--- src/rtl/debug_word_sender.sv ---
`default_nettype none
// ============================================================================
// Module      : debug_word_sender
// Description : Buffers 32-bit debug words in a small FIFO and streams each
//               one, least-significant byte first, into a tx_uart transmitter
//               using its tx_start / tx_done_tick handshake.
// Revision    : 1.0 - initial release
// ============================================================================
module debug_word_sender #(
    parameter int NB_DATA    = 32,
    parameter int N_BITS     = 8,
    parameter int N_BYTES    = 4,
    parameter int FIFO_DEPTH = 4
) (
    input  logic               clock_i,
    input  logic               reset_i,
    input  logic               wr_en_i,
    input  logic [NB_DATA-1:0] data_i,
    output logic               full_o,
    output logic               overflow_o,
    input  logic               tx_done_tick_i,
    output logic               tx_start_o,
    output logic [N_BITS-1:0]  din_o,
    output logic               read_tx_o,
    output logic               busy_o,
    output logic [7:0]         words_sent_o
);

    localparam int c_PTR_W  = (FIFO_DEPTH > 1) ? $clog2(FIFO_DEPTH) : 1;
    localparam int c_CNT_W  = $clog2(FIFO_DEPTH + 1);
    localparam int c_BCNT_W = (N_BYTES > 1) ? $clog2(N_BYTES) : 1;

    localparam logic [c_CNT_W-1:0]  c_FULL_CNT  = c_CNT_W'(FIFO_DEPTH);
    localparam logic [c_PTR_W-1:0]  c_PTR_LAST  = c_PTR_W'(FIFO_DEPTH - 1);
    localparam logic [c_BCNT_W-1:0] c_LAST_BYTE = c_BCNT_W'(N_BYTES - 1);

    localparam logic [1:0] c_IDLE  = 2'd0;
    localparam logic [1:0] c_LOAD  = 2'd1;
    localparam logic [1:0] c_START = 2'd2;
    localparam logic [1:0] c_WAIT  = 2'd3;

    logic [NB_DATA-1:0]  r_mem [FIFO_DEPTH];
    logic [c_PTR_W-1:0]  r_wr_ptr;
    logic [c_PTR_W-1:0]  r_rd_ptr;
    logic [c_CNT_W-1:0]  r_count;
    logic                r_overflow;
    logic [1:0]          r_state;
    logic [1:0]          w_state_next;
    logic [NB_DATA-1:0]  r_shift;
    logic [c_BCNT_W-1:0] r_byte_cnt;
    logic [7:0]          r_words_sent;
    logic                w_pop;
    logic                w_push;
    logic                w_last_byte;

    // FIFO handshake: LOAD is the only pop, and a pop frees a slot for a same-cycle push
    always_comb begin
        w_pop       = (r_state == c_LOAD);
        w_push      = wr_en_i && ((r_count != c_FULL_CNT) || w_pop);
        w_last_byte = (r_byte_cnt == c_LAST_BYTE);
    end

    // Word storage; contents are don't-care until written, so no reset
    always_ff @(posedge clock_i) begin
        if (w_push) begin
            r_mem[r_wr_ptr] <= data_i;
        end
    end

    // FIFO pointers, occupancy and sticky drop flag
    always_ff @(posedge clock_i) begin
        if (reset_i) begin
            r_wr_ptr   <= '0;
            r_rd_ptr   <= '0;
            r_count    <= '0;
            r_overflow <= 1'b0;
        end else begin
            if (w_push) begin
                r_wr_ptr <= (r_wr_ptr == c_PTR_LAST) ? '0 : r_wr_ptr + 1'b1;
            end
            if (w_pop) begin
                r_rd_ptr <= (r_rd_ptr == c_PTR_LAST) ? '0 : r_rd_ptr + 1'b1;
            end
            case ({w_push, w_pop})
                2'b10:   r_count <= r_count + 1'b1;
                2'b01:   r_count <= r_count - 1'b1;
                default: r_count <= r_count;
            endcase
            if (wr_en_i && !w_push) begin
                r_overflow <= 1'b1;
            end
        end
    end

    // Sequencer state register
    always_ff @(posedge clock_i) begin
        if (reset_i) begin
            r_state <= c_IDLE;
        end else begin
            r_state <= w_state_next;
        end
    end

    // Sequencer next-state logic; done ticks only matter while waiting on a byte
    always_comb begin
        w_state_next = r_state;
        case (r_state)
            c_IDLE:  if (r_count != '0) w_state_next = c_LOAD;
            c_LOAD:  w_state_next = c_START;
            c_START: w_state_next = c_WAIT;
            c_WAIT:  if (tx_done_tick_i) w_state_next = w_last_byte ? c_IDLE : c_START;
            default: w_state_next = c_IDLE;
        endcase
    end

    // Byte shifter, byte index and completed-word counter
    always_ff @(posedge clock_i) begin
        if (reset_i) begin
            r_shift      <= '0;
            r_byte_cnt   <= '0;
            r_words_sent <= '0;
        end else begin
            case (r_state)
                c_LOAD: begin
                    r_shift    <= r_mem[r_rd_ptr];
                    r_byte_cnt <= '0;
                end
                c_WAIT: begin
                    if (tx_done_tick_i) begin
                        if (w_last_byte) begin
                            r_words_sent <= r_words_sent + 1'b1;
                        end else begin
                            r_shift    <= r_shift >> N_BITS;
                            r_byte_cnt <= r_byte_cnt + 1'b1;
                        end
                    end
                end
                default: begin
                    r_shift <= r_shift;
                end
            endcase
        end
    end

    // Outputs decoded from registered state only; din follows the shifter's low byte,
    // which only moves on the way into START
    always_comb begin
        tx_start_o   = (r_state == c_START);
        read_tx_o    = (r_state != c_IDLE);
        busy_o       = (r_state != c_IDLE) || (r_count != '0);
        full_o       = (r_count == c_FULL_CNT);
        overflow_o   = r_overflow;
        din_o        = r_shift[N_BITS-1:0];
        words_sent_o = r_words_sent;
    end

endmodule
`default_nettype wire

--- config.mk ---
export PLATFORM = sky130hd
export DESIGN_NAME = debug_word_sender
export DESIGN_NICKNAME = d
export VERILOG_FILES = /design/src/rtl/debug_word_sender.sv
export SDC_FILE = /design/constraint.sdc
export NUM_CORES = 1
export LEC_CHECK = 0
export ABC_AREA = 1
export BUFFER_PORTS_ARGS = -buffer_cell sky130_fd_sc_hd__buf_4
export CORE_MARGIN = 2
export CORE_UTILIZATION = 45
export DETAILED_ROUTE_END_ITERATION = 10
export PLACE_DENSITY = 0.61
export SYNTH_ARGS = -nofsm -noshare
export SYNTH_HDL_FRONTEND = slang
export SYNTH_SLANG_ARGS = --single-unit
--- constraint.sdc ---
create_clock -name clock_i -period 4.8 [get_ports clock_i]
set_clock_uncertainty 0.05 [all_clocks]
set_input_delay 0 -clock clock_i [delete_from_list [all_inputs] [get_ports clock_i]]
set_output_delay 0 -clock clock_i [all_outputs]
set_load 0.1 [all_outputs]
==> results of run 1 <==
-- what timing repair did --
item / 4_1_cts / 5_1_grt
hold endpoints to repair: 141 / 0
gates resized for setup: 0 / 0
hold buffers: 37 / 0
-- flip-flops by register name, summed over array words and instances, names as in the netlist, named ones only --
register,count
r_mem,128
r_shift,32
words_sent_o,8
r_count,3
r_byte_cnt,2
r_rd_ptr,2
r_state,2
r_wr_ptr,2
overflow_o,1
-- synth_stat cells --
cell type  number
a21oi_1        67
a31oi_1         2
buf_1           2
buf_2           9
buf_4          13
buf_6           4
clkbuf_1       15
clkinv_4        1
dfxtp_1        54
edfxtp_1      128
fa_1            1
ha_1            8
inv_1          32
inv_6           1
nand2_1       143
nand2_2         2
nand2_4         2
nand3_1        78
nor2_1         50
nor2_8          1
nor3_1          3
nor4_1          1
o211a_1         1
o21ai_0        29
o21bai_1       24
or2_2           2
-- power breakdown --
group	switching [mW]	internal, mW	total (mW)	leakage (nW)
sequential	0.126	1.95	2.07	1.62
combinational	1.21	0.429	1.64	1.57
clock	0.568	0.739	1.31	0.266
-- area by class of cell --
| cell class | instances | area (um2) |
|---|---|---|
| Multi-Input combinational cell | 414 | 2020 |
| Timing Repair Buffer | 100 | 843 |
| Sequential cell | 182 | 4930 |
| Clock inverter | 12 | 103 |
| Fill cell | 1410 | 7130 |
| Inverter | 34 | 138 |
| Clock buffer | 20 | 457 |
| Tap cell | 216 | 270 |
-- metrics by stage --
stage	power (mW)	cells	area [um2]
6_report	5.02	978	8750
5_1_grt	5.29	978	8750
3_5_place_dp	3.72	909	7820
4_1_cts	5.06	978	8750
2_1_floorplan	3.37	673	7320
3_3_place_gp	3.69	909	7820
-- worst paths after layout --
path,end,depth (start not counted)
setup / recovery,r_mem[1][19],5
hold / removal,r_mem[3][29],2
setup reg to reg,r_mem[1][19],5
hold reg to reg,r_shift[31],2
-- worst max-delay path, cell delays in order, from the launching register on --
cell and delay, ps:
dfxtp_1 430, nand2_1 180, nand3_1 110, nand2_1 210, nor2_2 760, buf_4 420
-- per-layer routing --
layer / vias up / share of wire
li1: 2469 / -
met1: 2389 / 0.44
met2: 115 / 0.51
met3: 11 / 0.044
met4: 0 / 0.010
met5: - / 0
-- cell families (layout without fill, tap and decap cells) --
group,count (synthesis),after routing,share of synthesized area
adders and majority gates,9,9,0.0164
and+or+nand+nor,282,282,0.164
AOI/OAI and AO/OA,123,123,0.0933
buffers and inverters,77,166,0.0532
DFF,182,182,0.673
==> results by group, run 1 <==
Critical path
  • Required time worst endpoint: 4850 ps
  • Worst reg-to-reg setup slack: 2320 ps
  • Crit. End Element: flop
  • RR Startpoint: r_state[0]
  • Worst setup path start: r_state[0]
  • Setup CP Type: flop to flop
  • Arrival time worst endpoint: 2530 ps
  • Critical path startpoint category: flop
  • Critical path fanouts, max: 18

Routing
  • Post-Route WL: 15600 um
  • WL per Instance: 16.0 um
  • DRT Pass-1 Iters: 5
  • Vias: 4984
  • Via/cell ratio: 5.10
  • DRC: 0
  • First DRT Iteration DRCs: around 330
  • Post-route ant nets: 0

Clocking
  • CTS sink cnt: 182
  • CTS HTree Levels: 4
  • Post-CTS Setup Bufs: 0
  • CTS clk-pin slew, worst paths: 60 ps
  • CTS tree: built
  • Max Root-Sink Buffers: 2
  • Root buffer cell: clkbuf_16
  • CTS buffer count: 17
  • Worst-skew pair later-pin latency: 430 ps

Global route
  • Vias in the first global route: 4856
  • Pin count of the biggest net entering global routing: 73
  • Antenna violations before repair: 0
  • Global Route met3 Usage: 0.0397
  • GRT Max-Usage Layer: met2
  • GRT met2 Usage: 0.323
  • M1 GR Usage: 0.243
  • GRT overflow: 0
  • Overall routing resource usage: 0.189
  • First-pass GRT wire length: roughly 25000 um

Status
  • Outcome: complete, no violations

Worst hold path
  • Hold Crit Class: input pin to flop
  • Start point of the worst hold path: data_i[29]

Power and ir drop
  • Max VDD drop: 0.343 mV
  • PwrDens: 573 nW/um2
  • Leakage: 3.46 nW

Floorplan
  • Rows: 46
  • Die X: 132 um
  • Initial Utilization: 0.461
  • Chip height: about 130 um
  • I/O pins: 57
  • Die area: 17300 um2
  • Core Region: 15900 um2

Placed design
  • Routability cong.: 0.793
  • DP HPWL: about 9000 um
  • Port Buffers: 56
  • Pre-CTS setup slack: 2310 ps

Timing
  • Worst setup margin: approximately 2300 ps
  • Fmax: 0.403 GHz
  • Final Cycle Share: 0.516
  • Setup Viol. Count Final: 0
  • Slew of the pin with the lowest slew margin: 977 ps
  • Slew margin rel.: 0.348
  • Setup TNS: 0 ps
  • WHS: between 200 and 300 ps
  • Min Tclk post-route: 2480 ps
  • RSZ-0062 raised after global routing: no
  • Final Slew Violations: 0
  • Final Hold Fails: 0

Synthesis
  • Largest cells by area after synthesis: edfxtp_1 (53%), dfxtp_1 (15%), nand2_1 (7.3%)
  • Synth top area share: 0.525
  • Cell variety after synth: 26
  • Syn_area_per_cell: 10.9 um2
  • Synthesized instance count: 673
  • Cell Area, Synth: 7320 um2
  • Area leader, netlist: edfxtp_1
  • Warnings, synthesis: 0
  • Synth Register Bits: 182
  • Seq/Total Area, Yosys: 0.673
  • Syn_nets: 718

Flow run
  • Max cap viols: 0

Finish
  • N_diodes: 0
  • Commonest non-fill, non-tap cell in the layout: nand2_1
  • # nets final: 794
  • Most frequent cells in the layout: nand2_1 (143), edfxtp_1 (128), nand3_1 (78), a21oi_1 (67), buf_4 (63)
  • Area Growth Syn to Fin: 19.6%
  • Share of post-route cells with drive strength above 1: 0.140
  • Util after Layout: 0.551
Power figures use the tool's default switching activity.
==> inputs of run 2 (changes only) <==
==> constraint.sdc (replaced) <==
create_clock -name clock_i -period 2.4 [get_ports clock_i]
set_clock_uncertainty 0.05 [all_clocks]
set_input_delay 0 -clock clock_i [delete_from_list [all_inputs] [get_ports clock_i]]
set_output_delay 0 -clock clock_i [all_outputs]
set_load 0.1 [all_outputs]
==> run 2 against run 1 <==
Net effect:
- routed wire length decreased by 3.9%
- power increased by 110%
- flip-flop and latch count unchanged
- largest power group unchanged
- cell area increased by 1.9%
- via count about the same
- worst setup slack got worse by 2000 ps
- register-to-register slack got worse by 2000 ps
- fmax increased by 18%
- utilization increased by 1.1 points
- combinational power increased by 100%
- global-route usage decreased by 0.77 points
- critical endpoint is now r_count[2]
- critical path type unchanged
- largest cell class unchanged
==> results by group, run 2 (same netlist as run 1, synthesis figures left out) <==
Power and ir drop
  • Total Power: 10.3 mW (was 5.02 mW)
  • PwrDens: 1160 nW/um2 (was 573 nW/um2)
  • Leakage: 3.55 nW (was 3.46 nW)
  • Max VDD drop: 0.721 mV (was 0.343 mV)

Critical path
  • Crit. End Element: flop (unchanged)
  • Slowest CP cell: dfxtp_1 (was nor2_2)
  • Setup CP Type: flop to flop (unchanged)
  • Arrival time worst endpoint: 2400 ps (was 2530 ps)
  • Cell Chain, Critical Path: inv_1 > nand2_1 > nand3_1 > nand2_1 > ha_1 > inv_1 > fa_1 > or2_2 > nand2_1 > o21ai_0 > a21oi_1 (was nand2_1 > nand3_1 > nand2_1 > nor2_2 > buf_4)
  • CP max stage delay: 380 ps (was 760 ps)
  • Critical path startpoint category: flop (unchanged)
  • Critical path fanouts, max: 5 (was 18)
  • Most used cell, CP: nand2_1 (unchanged)
  • Required time worst endpoint: 2700 ps (was 4850 ps)

Routing
  • DRC: 0 (unchanged)
  • First DRT Iteration DRCs: 345 (was 333)
  • Via/cell ratio: 5.05 (was 5.10)
  • Met2 wire length: 7320 um (was 7910 um)
  • Highest routed layer: met4 (unchanged)
  • Met1 WL: 7040 um (was 6860 um)
  • Post-Route WL: 15000 um (was 15600 um)
  • Vias: 4986 (was 4984)
  • DRT Pass-1 Iters: 5 (unchanged)
  • Post-route ant nets: 0 (unchanged)
  • Met3 Wirelength: 500 um (was 688 um)
  • WL per Instance: 15.2 um (was 16.0 um)

Timing
  • Fmax: 0.477 GHz (was 0.403 GHz)
  • Slew of the pin with the lowest slew margin: 491 ps (was 977 ps)
  • Final Cycle Share: 0.874 (was 0.516)
  • Min Tclk post-route: 2100 ps (was 2480 ps)
  • Setup Viol. Count Final: 0 (unchanged)
  • Slew margin rel.: 0.672 (was 0.348)
  • Setup TNS: 0 ps (unchanged)
  • RSZ-0062 raised after global routing: no (unchanged)
  • Final Hold Fails: 0 (unchanged)
  • Final Slew Violations: 0 (unchanged)
  • Worst setup margin: 302 ps (was 2320 ps)

Clocking
  • CTS tree: built (unchanged)
  • Worst-skew pair later-pin latency: 420 ps (was 430 ps)
  • Root buffer cell: clkbuf_16 (unchanged)
  • CTS buffer count: 17 (unchanged)
  • CTS sink cnt: 182 (unchanged)
  • CTS clk-pin slew, worst paths: 60 ps (about the same)
  • Post-cts resize count: 0 (unchanged)
  • Max Root-Sink Buffers: 2 (unchanged)
  • CTS HTree Levels: 4 (unchanged)

Placed design
  • Port Buffers: 56 (unchanged)
  • Pre-CTS setup slack: 307 ps (was 2310 ps)
  • Routability cong.: 0.753 (was 0.793)
  • DP HPWL: 9100 um (was 9000 um)
  • Placed insts: 919 (was 909)

Finish
  • Fillcell total: 1354 (was 1410)
  • Top reg by flops: r_mem (unchanged)
  • Max FFs per register: 128 (unchanged)
  • Most frequent cells in the layout: nand2_1 (143), edfxtp_1 (128), nand3_1 (78), buf_4 (70), a21oi_1 (67) (was nand2_1 (143), edfxtp_1 (128), nand3_1 (78), a21oi_1 (67), buf_4 (63))
  • N_diodes: 0 (unchanged)
  • Commonest non-fill, non-tap cell in the layout: nand2_1 (unchanged)
  • Share of post-route cells with drive strength above 1: 0.150 (was 0.140)
  • Area Growth Syn to Fin: 21.9% (was 19.6%)
  • Cell Count, Final, Fillers Out: 987 (was 978)
  • # nets final: 803 (was 794)

Floorplan
  • Die area: 17300 um2 (unchanged)
  • Initial Utilization: 0.461 (unchanged)
  • Rows: 46 (unchanged)
  • Core Region: 15900 um2 (unchanged)
  • Chip height: 132 um (unchanged)
  • Die X: 132 um (unchanged)
  • I/O pins: 57 (unchanged)

Global route
  • Vias in the first global route: 4826 (was 4856)
  • First-pass GRT wire length: 24600 um (was 25500 um)
  • Overall routing resource usage: 0.181 (was 0.189)
  • GRT overflow: 0 (unchanged)
  • Pin count of the biggest net entering global routing: 38 (was 73)
  • Antenna violations before repair: 0 (unchanged)

Flow run
  • Max cap viols: 0 (unchanged)

Worst hold path
  • Hold Crit Class: input pin to flop (unchanged)

Status
  • Outcome: complete, no violations (unchanged)
run 2: cell count changes in the layout (fill, tap and decap cells not counted), moves of 2 or more:
cell / before / now
buf_4: 63 / 70
buf_12: 0 / 3
clkbuf_1: 1 / 3
inv_6: 3 / 1
clkinvlp_4: 3 / 1
bufinv_16: 1 / 3
run 2: what timing repair did:
| item | 4_1_cts | 5_1_grt |
|---|---|---|
| endpoints found under the hold margin | 140 | 0 |
| buffers inserted | 0 | 0 |
| hold buffers | 36 | 0 |
run 2: critical path, delay by kind of cell (launching register included):
| kind | cells | cell delay, ps |
|---|---|---|
| adder cells (fa/ha/maj) | 2 | 530 |
| AO/OA/AOI/OAI | 2 | 190 |
| AND/OR/NAND/NOR | 5 | 750 |
| flip-flops | 1 | 380 |
| buffers and inverters | 2 | 140 |
run 2: metrics by stage:
| stage | hold WS, ps | utilization | instance area (um2) |
|---|---|---|---|
| final | 270 | 0.562 | 8920 |
| after global placement | 148 | 0.500 | 7940 |
| after detailed placement | 152 | 0.500 | 7940 |
| after floorplan | 48.9 | - | 7330 |
| after CTS | 261 | 0.562 | 8920 |
| after global routing | 261 | 0.562 | 8920 |
run 2: worst paths after layout:
path / cells after the start / slack (ps) / end / start
setup / recovery: 11 / 300 / r_count[2] / r_state[1]
hold / removal: 2 / 270 / r_mem[1][26] / data_i[26]
setup reg to reg: 11 / 300 / r_count[2] / r_state[1]
hold reg to reg: 2 / 420 / r_shift[27] / r_shift[27]
run 2: routing by layer:
metal,track usage,vias up
met1,0.240,2390
met3,0.0351,12
met2,0.305,102
li1,-,2482
met4,0.0507,0
met5,0,-
run 2: power by group:
group / internal, mW / leakage, nW / switching, mW / total, mW
clock: 1.78 / 0.303 / 1.08 / 2.86
sequential: 3.89 / 1.62 / 0.284 / 4.18
combinational: 0.927 / 1.63 / 2.38 / 3.31
total: 6.60 / 3.55 / 3.74 / 10.3
run 2: layout make-up:
cell class,count,area [um2],area share
Clock inverter,8,118,0.0132
Multi-Input combinational cell,414,2020,0.227
Inverter,34,138,0.0154
Tap cell,216,270,0.0303
Clock buffer,24,503,0.0564
Sequential cell,182,4930,0.552
Timing Repair Buffer,109,946,0.106
==> inputs of run 3 (changes only) <==
--- a/config.mk
+++ b/config.mk
@@ -7,10 +7,13 @@
 export LEC_CHECK = 0
 export ABC_AREA = 1
 export BUFFER_PORTS_ARGS = -buffer_cell sky130_fd_sc_hd__buf_4
+export CELL_PAD_IN_SITES_DETAIL_PLACEMENT = 1
+export CELL_PAD_IN_SITES_GLOBAL_PLACEMENT = 1
 export CORE_MARGIN = 2
 export CORE_UTILIZATION = 45
 export DETAILED_ROUTE_END_ITERATION = 10
-export PLACE_DENSITY = 0.61
+export PLACE_DENSITY_LB_ADDON = 0.1
+export REMOVE_ABC_BUFFERS = 1
 export SYNTH_ARGS = -nofsm -noshare
 export SYNTH_HDL_FRONTEND = slang
 export SYNTH_SLANG_ARGS = --single-unit
==> run 3 against run 2 <==
Net effect:
- critical path depth is the same
- clock power is essentially flat
- worst setup slack lost 72 ps
- first-iteration DRC count shrank 32%
- flip-flop and latch count unchanged
- sequential power hardly changed
- critical endpoint unchanged
- largest cell class unchanged
- largest power group unchanged
==> results by group, run 3 (same netlist as run 1, synthesis figures left out) <==
Status
  • Outcome: complete, no violations (unchanged)

Floorplan
  • I/O pins: 57 (unchanged)
  • Chip height: 132 um (unchanged)
  • Core Region: 15900 um2 (unchanged)
  • Initial Utilization: 0.461 (unchanged)
  • Die area: 17300 um2 (unchanged)
  • Rows: 46 (unchanged)
  • Die X: 132 um (unchanged)

Finish
  • Fillcell total: 1716 (was 1354)
  • N_diodes: 0 (unchanged)
  • # nets final: 799 (was 803)
  • Cell Count, Final, Fillers Out: 983 (was 987)
  • FF/Latch Area: 4930 um2 (unchanged)
  • Share of post-route cells with drive strength above 1: 0.150 (about the same)
  • Top reg by flops: r_mem (unchanged)
  • Commonest non-fill, non-tap cell in the layout: nand2_1 (unchanged)
  • Area Growth Syn to Fin: 21.9% (unchanged)
  • Multi-input gate area: 2030 um2 (was 2020 um2)
  • Max FFs per register: 128 (unchanged)
  • Most frequent cells in the layout: nand2_1 (142), edfxtp_1 (128), nand3_1 (78), a21oi_1 (67), buf_4 (64) (was nand2_1 (143), edfxtp_1 (128), nand3_1 (78), buf_4 (70), a21oi_1 (67))

Critical path
  • Critical path startpoint category: flop (unchanged)
  • WP buf/inv: 2 (unchanged)
  • Slowest CP cell: dfxtp_1 (unchanged)
  • CP max stage delay: 400 ps (was 380 ps)
  • Critical path fanouts, max: 5 (unchanged)
  • Cell Chain, Critical Path: inv_1 > nand2_2 > nand3_1 > nand2_1 > ha_1 > inv_1 > fa_1 > or2_2 > nand2_1 > o21ai_0 > a21oi_1 (was inv_1 > nand2_1 > nand3_1 > nand2_1 > ha_1 > inv_1 > fa_1 > or2_2 > nand2_1 > o21ai_0 > a21oi_1)
  • CP delay by family, top: simple AND/OR/NAND/NOR gates (unchanged)
  • Required time worst endpoint: 2710 ps (was 2700 ps)
  • Crit. End Element: flop (unchanged)
  • Arrival time worst endpoint: 2480 ps (was 2400 ps)
  • Setup CP Type: flop to flop (unchanged)

Routing
  • WL per Instance: 18.4 um (was 15.2 um)
  • Via/cell ratio: 5.24 (was 5.05)
  • DRC: 0 (unchanged)
  • Vias: 5151 (was 4986)
  • First DRT Iteration DRCs: 233 (was 345)
  • Post-route ant nets: 0 (unchanged)
  • Post-Route WL: 18100 um (was 15000 um)
  • DRT Pass-1 Iters: 5 (unchanged)

Clocking
  • CTS HTree Levels: 4 (unchanged)
  • CTS clk-pin slew, worst paths: 60 ps (about the same)
  • CTS sink cnt: 182 (unchanged)
  • Root buffer cell: clkbuf_16 (unchanged)
  • CTS tree: built (unchanged)
  • Post-CTS Setup Bufs: 0 (unchanged)
  • Worst-skew pair later-pin latency: 430 ps (was 420 ps)
  • Max Root-Sink Buffers: 2 (unchanged)
  • CTS buffer count: 17 (unchanged)

Power and ir drop
  • PwrDens: 1160 nW/um2 (about the same)
  • Max VDD drop: 0.562 mV (was 0.721 mV)
  • Leakage: 3.54 nW (was 3.55 nW)

Timing
  • Slew of the pin with the lowest slew margin: 516 ps (was 491 ps)
  • Fmax: 0.461 GHz (was 0.477 GHz)
  • Final Slew Violations: 0 (unchanged)
  • Slew margin rel.: 0.656 (was 0.672)
  • Setup Viol. Count Final: 0 (unchanged)
  • Final Hold Fails: 0 (unchanged)
  • Final Cycle Share: 0.904 (was 0.874)
  • Setup TNS: 0 ps (unchanged)
  • RSZ-0062 raised after global routing: no (unchanged)
  • Min Tclk post-route: 2170 ps (was 2100 ps)

Placed design
  • DP HPWL: 10100 um (was 9100 um)
  • Placed insts: 915 (was 919)
  • Port Buffers: 56 (unchanged)
  • Routability cong.: 0.725 (was 0.753)

Global route
  • Pin count of the biggest net entering global routing: 54 (was 38)
  • First-pass GRT wire length: 29500 um (was 24600 um)
  • Overall routing resource usage: 0.219 (was 0.181)
  • Antenna violations before repair: 0 (unchanged)
  • Vias in the first global route: 5705 (was 4826)
  • GRT overflow: 0 (unchanged)

Flow run
  • Max cap viols: 0 (unchanged)

Worst hold path
  • Hold Crit Class: input pin to flop (unchanged)
## run 3: cell count changes in the layout (fill, tap and decap cells not counted), moves of 2 or more
cell       delta
nor2_4        +2
inv_6         +2
clkbuf_16     +3
clkbuf_1      -2
buf_4         -6
buf_12        +2
bufinv_16     -3
nor2_2        -2
## run 3: timing repair
action                                  in CTS  in global routing
endpoints found under the setup margin       0                  1
hold buffers                                36                  0
resized for setup                            0                  1
hold endpoints to repair                   140                  0
## run 3: routing by layer
metal / vias up / share of wire / GRT usage / wire [um]
met3: 16 / 0.040 / 0.0355 / 724
met5: - / 0 / 0 / 0
met1: 2573 / 0.43 / 0.270 / 7740
li1: 2470 / - / - / -
met4: 0 / 0.013 / 0.0743 / 234
met2: 92 / 0.52 / 0.390 / 9410
## run 3: final timing paths
check | slack, ps | cells after the start | end | startpoint
setup / recovery | 230 | 11 | r_count[2] | r_state[1]
hold / removal | 270 | 2 | r_mem[0][11] | data_i[11]
setup reg to reg | 230 | 11 | r_count[2] | r_state[1]
hold reg to reg | 420 | 2 | r_shift[29] | r_shift[29]
## run 3: power by group
group          total, mW  internal (mW)  switching (mW)  leakage [nW]
Sequential          4.16           3.89           0.271          1.62
Clock               2.84           1.66            1.18         0.311
Combinational       3.38          0.927            2.46          1.61
Total               10.4           6.48            3.91          3.54
## run 3: final cells by class
cell class / count / share of cell area
timing repair buffer: 105 / 0.105
clock inverter: 7 / 0.00533
inverter: 34 / 0.0154
clock buffer: 25 / 0.0639
tap: 216 / 0.0303
multi-input combinational: 414 / 0.227
sequential: 182 / 0.552
## run 3: per-stage QoR
stage / setup WS [ps] / utilization / cell area, um2 / hold slack [ps] / power (mW)
after floorplan: -584 / - / 7070 / 19.1 / 6.47
after global placement: 381 / 0.500 / 7940 / 149 / 7.44
after detailed placement: 241 / 0.500 / 7940 / 152 / 7.57
after CTS: 150 / 0.562 / 8920 / 245 / 10.5
after global routing: 17.4 / 0.562 / 8920 / 265 / 10.9
final: 230 / 0.562 / 8920 / 267 / 10.4
